===== src/rtl/mux8way_rr_collector.sv =====
// 8-to-1 round-robin collector: merges eight valid/ready sources into one registered sink stream.
// Latency: a word accepted in cycle N appears on out_* in cycle N+1; 1 word/cycle sustained.
// Backpressure: out_ready low holds the output stage, drops all in_ready and freezes the rr pointer.
module mux8way_rr_collector #(
  parameter int WIDTH = 16
) (
  input  logic               clk,
  input  logic               rst_n,
  input  logic [7:0]         in_valid,
  input  logic [8*WIDTH-1:0] in_data,
  output logic [7:0]         in_ready,
  output logic               out_valid,
  output logic [WIDTH-1:0]   out_data,
  output logic [2:0]         out_sel,
  input  logic               out_ready
);

  logic [2:0] ptr;
  logic [2:0] gnt_idx;
  logic [2:0] idx;
  logic       gnt_vld;
  logic       load;
  logic       xfer;

  assign load = !out_valid || out_ready;

  // Walk from the highest offset down so the channel closest to ptr wins.
  always_comb begin
    gnt_vld = 1'b0;
    gnt_idx = 3'd0;
    idx     = 3'd0;
    for (int k = 7; k >= 0; k--) begin
      idx = ptr + 3'(k);
      if (in_valid[idx]) begin
        gnt_vld = 1'b1;
        gnt_idx = idx;
      end
    end
  end

  assign xfer     = rst_n && load && gnt_vld;
  assign in_ready = xfer ? (8'b1 << gnt_idx) : 8'b0;

  always_ff @(posedge clk or negedge rst_n) begin
    if (!rst_n) begin
      out_valid <= 1'b0;
      out_data  <= '0;
      out_sel   <= 3'd0;
      ptr       <= 3'd0;
    end else if (xfer) begin
      out_valid <= 1'b1;
      out_data  <= in_data[int'(gnt_idx)*WIDTH +: WIDTH];
      out_sel   <= gnt_idx;
      ptr       <= gnt_idx + 3'd1;
    end else if (out_ready) begin
      out_valid <= 1'b0;
    end
  end

endmodule


===== config.mk =====
export PLATFORM = sky130hd
export DESIGN_NAME = mux8way_rr_collector
export DESIGN_NICKNAME = d
export VERILOG_FILES = /design/src/rtl/mux8way_rr_collector.sv
export SDC_FILE = /design/constraint.sdc
export NUM_CORES = 1
export LEC_CHECK = 0
export BUFFER_PORTS_ARGS = -buffer_cell sky130_fd_sc_hd__buf_2
export CELL_PAD_IN_SITES_DETAIL_PLACEMENT = 0
export CELL_PAD_IN_SITES_GLOBAL_PLACEMENT = 1
export CORE_UTILIZATION = 34
export DETAILED_ROUTE_END_ITERATION = 16
export PLACE_DENSITY_LB_ADDON = 0.2
export SYNTH_ARGS = -nofsm -noshare
export SYNTH_HDL_FRONTEND = slang
export SYNTH_SLANG_ARGS = --single-unit

===== constraint.sdc =====
create_clock -name clk -period 9.7 [get_ports clk]
set_clock_uncertainty 0.05 [all_clocks]
set_input_delay 0 -clock clk [delete_from_list [all_inputs] [get_ports clk]]
set_output_delay 0 -clock clk [all_outputs]
set_load 0.02 [all_outputs]

==> results.ini <==
[outcome]
status = complete, but fails checks
violations = design-rule violations

[synthesis]
syn_avg_cell_area_um2 = 9.50
synth_area_um2 = 2850
synth_top_family_by_area = multiplexers
yosys.area_share.simple = 0.114
synthXorXnorAreaFrac = 0.00922
ys_warn_count = 0
synth_compound_area_frac = 0.259
muxShareOfSynthArea = 0.337
synth_fa_ha_area_frac = 0.0176
ys_seq_area_frac = 0.202
async_flop_share = 1.00
synth_edf_count = 0
synthCells = 300
ys_ff_latch = 23
syn_nets = 443
synthDistinctLibCells = 52
synth_ff_type = dfrtp_1

[floorplan]
die_area_um2 = 8750
die_h_um = 93.5
initial_core_util = 0.348
fp.dieW_um = 93.5
coreArea_um2 = 8180
io_pins = 167
rows = 33

[power_and_ir_drop]
vdd_drop_max_mv = 0.198
powerDensity_nw_per_um2 = 485
leakage_nw = 2.01

[drt]
dr.pass1.iters = 11
drc = 2
wire_per_inst_um = 17.0
wl_mm = 9.48
viasPerCell = 5.53
antenna_left = 0
drt_iter0_markers = 141
vias = 3080

[grt]
grt_pass1_vias = 2810
grt_max_degree = 40
grt_overflow_total = 0
grt_first_pass_wirelength_mm = 14.5
grt.total_usage = 0.210
antenna_found_initial = 0

[clocking]
cts_buffers = 3
cts_max_level = 1
clk_pin_slew_ns = 0.09
postCtsResizedCells = 0
cts_sinks = 23
root_buffer = clkbuf_8
clk_latency_ns = 0.27
post_cts_buffers = 0
cts_tree = done
clk_path_buf_depth = 2

[run]
cap_violations = 0

[worst_setup_path]
cp_max_fo = 39
worst_setup_path_end_kind = flip-flop
crit_arrival_ns = 5.30
critPathKind = flip-flop to flip-flop
required_ns = 9.83
critPathLaunchType = flip-flop

[layout]
layout-drive-gt1-share = 0.438
area_delta_synth_final_pct = 32.4
nNetsFinal = 596
final_core_utilization = 0.461
final_cell_area_um2 = 3770
diodes = 0

[timing]
whs_ns = 0.126
setup_violations = 0
relSlewSlack = 0.179
period_needed_ns = 5.17
setup_tns_ns = 0
fmax_mhz = 193
worst_slew_pin_slew_ns = 1.23
maxSlewViolCount = 0
period_share = 0.533
finalHoldViolCount = 0
rsz0062_at_grt = false

[placed_design]
place_area_um2 = 3700
port_buffers = 166
dp_hpwl_mm = 7.34
gp_routability_congestion = 0.852

[worst_hold_path]
hp-class = input port to flip-flop

[routing by layer]
metal / routed length (µm) / up-vias / global-route usage
met4: 94 / 0 / 0.0410
met3: 883 / 6 / 0.0415
li1: - / 1474 / -
met5: 0 / - / 0
met1: 3920 / 1438 / 0.274
met2: 4590 / 162 / 0.361
[worst max-delay path, cell delays in order (launching register included)]
cell      delay (ns)
dfrtp_1         0.81
inv_1           0.28
ha_1            0.56
mux4_2          0.45
a221o_1         0.38
nand2_1         0.08
o211ai_1        0.14
o21ai_4         0.98
buf_4           0.66
mux2i_1         0.16
a22o_1          0.25
o31ai_1         0.24
[cell usage after synthesis, types with 5 or more instances]
cell type | count | area (µm²)
mux2i_1 | 68 | 681
a22o_1 | 33 | 289
nand2_1 | 28 | 105
dfrtp_1 | 23 | 576
o31ai_1 | 17 | 128
nor2_1 | 13 | 48.8
clkbuf_1 | 9 | 33.8
mux4_2 | 9 | 203
buf_4 | 8 | 60.1
inv_1 | 7 | 26.3
a21oi_1 | 6 | 30.0
nand3_1 | 5 | 25.0
o21ai_0 | 5 | 25.0
[path summary, 6_finish.rpt]
check,cells past startpoint,slack [ns],end,from
worst min register to register,2,0.43,out_data[9],out_data[9]
worst max register to register,11,4.53,out_data[15],ptr[1]
max in group asynchronous,2,8.99,out_data[6],rst_n
worst min-delay path,4,0.13,out_data[12],in_data[92]
min in group asynchronous,2,0.21,out_data[12],rst_n
worst max-delay path,11,4.53,out_data[15],ptr[1]
[layout make-up]
class | count | area (µm²)
clock inverter | 1 | 5.00
sequential | 23 | 576
fill | 813 | 4400
inverter | 7 | 26.3
tap | 105 | 131
timing repair buffer | 172 | 881
clock buffer | 3 | 41.3
multi-input combinational | 246 | 2110
[flip-flops by register name (all words and copies together) (netlist names)]
name and flops:
out_valid 1, out_data 16, out_sel 3, ptr 3
[where the power goes]
| group | internal [mW] | total, mW | leakage, nW | switching (mW) |
|---|---|---|---|---|
| sequential | 0.144 | 0.203 | 0.278 | 0.0589 |
| clock | 0.0288 | 0.0639 | 0.0255 | 0.0351 |
| combinational | 0.691 | 1.56 | 1.70 | 0.872 |
| total | 0.864 | 1.83 | 2.01 | 0.966 |
[cell usage in the layout, fill, tap and decap left out, types with 2 or more instances in the layout]
cell type / instances
buf_2: 166
mux2i_1: 68
a22o_1: 33
nand2_1: 28
dfrtp_1: 23
o31ai_1: 17
nor2_1: 13
mux4_2: 9
inv_1: 7
a21oi_1: 6
nand3_1: 5
o21ai_0: 5
nand2b_1: 4
a31oi_1: 4
ha_1: 4
buf_4: 4
xnor2_1: 3
o21ai_1: 3
and3_1: 3
clkbuf_8: 3
mux2_2: 2
a211oi_1: 2
a22oi_1: 2
nand3b_1: 2
a221o_1: 2
a221oi_1: 2
a211oi_2: 2
o21a_1: 2
and2_1: 2
dlygate4sd3_1: 2
[timing repair]
action	CTS	global route
endpoints found under the setup margin	0	0
hold buffers	2	0
endpoints found under the hold margin	24	0
[stage by stage]
step                      power, mW  setup slack, ns  instances
after floorplan                1.48             5.84        300
after global placement         1.76             4.67        551
after detailed placement       1.78             4.53        551
after CTS                      1.84             4.53        557
after global routing           1.98             4.11        557
final                          1.83             4.53        557
[cell families (layout without fill, tap and decap cells)]
group	count (synthesis)	after routing
muxes	82	82
DFF	23	23
xor gates and xnor gates	3	3
buffers and inverters	31	183
adders and majority gates	4	4
and+or+nand+nor	65	65
AOI/OAI and AO/OA	92	92
(Power assumes the default switching activity.)
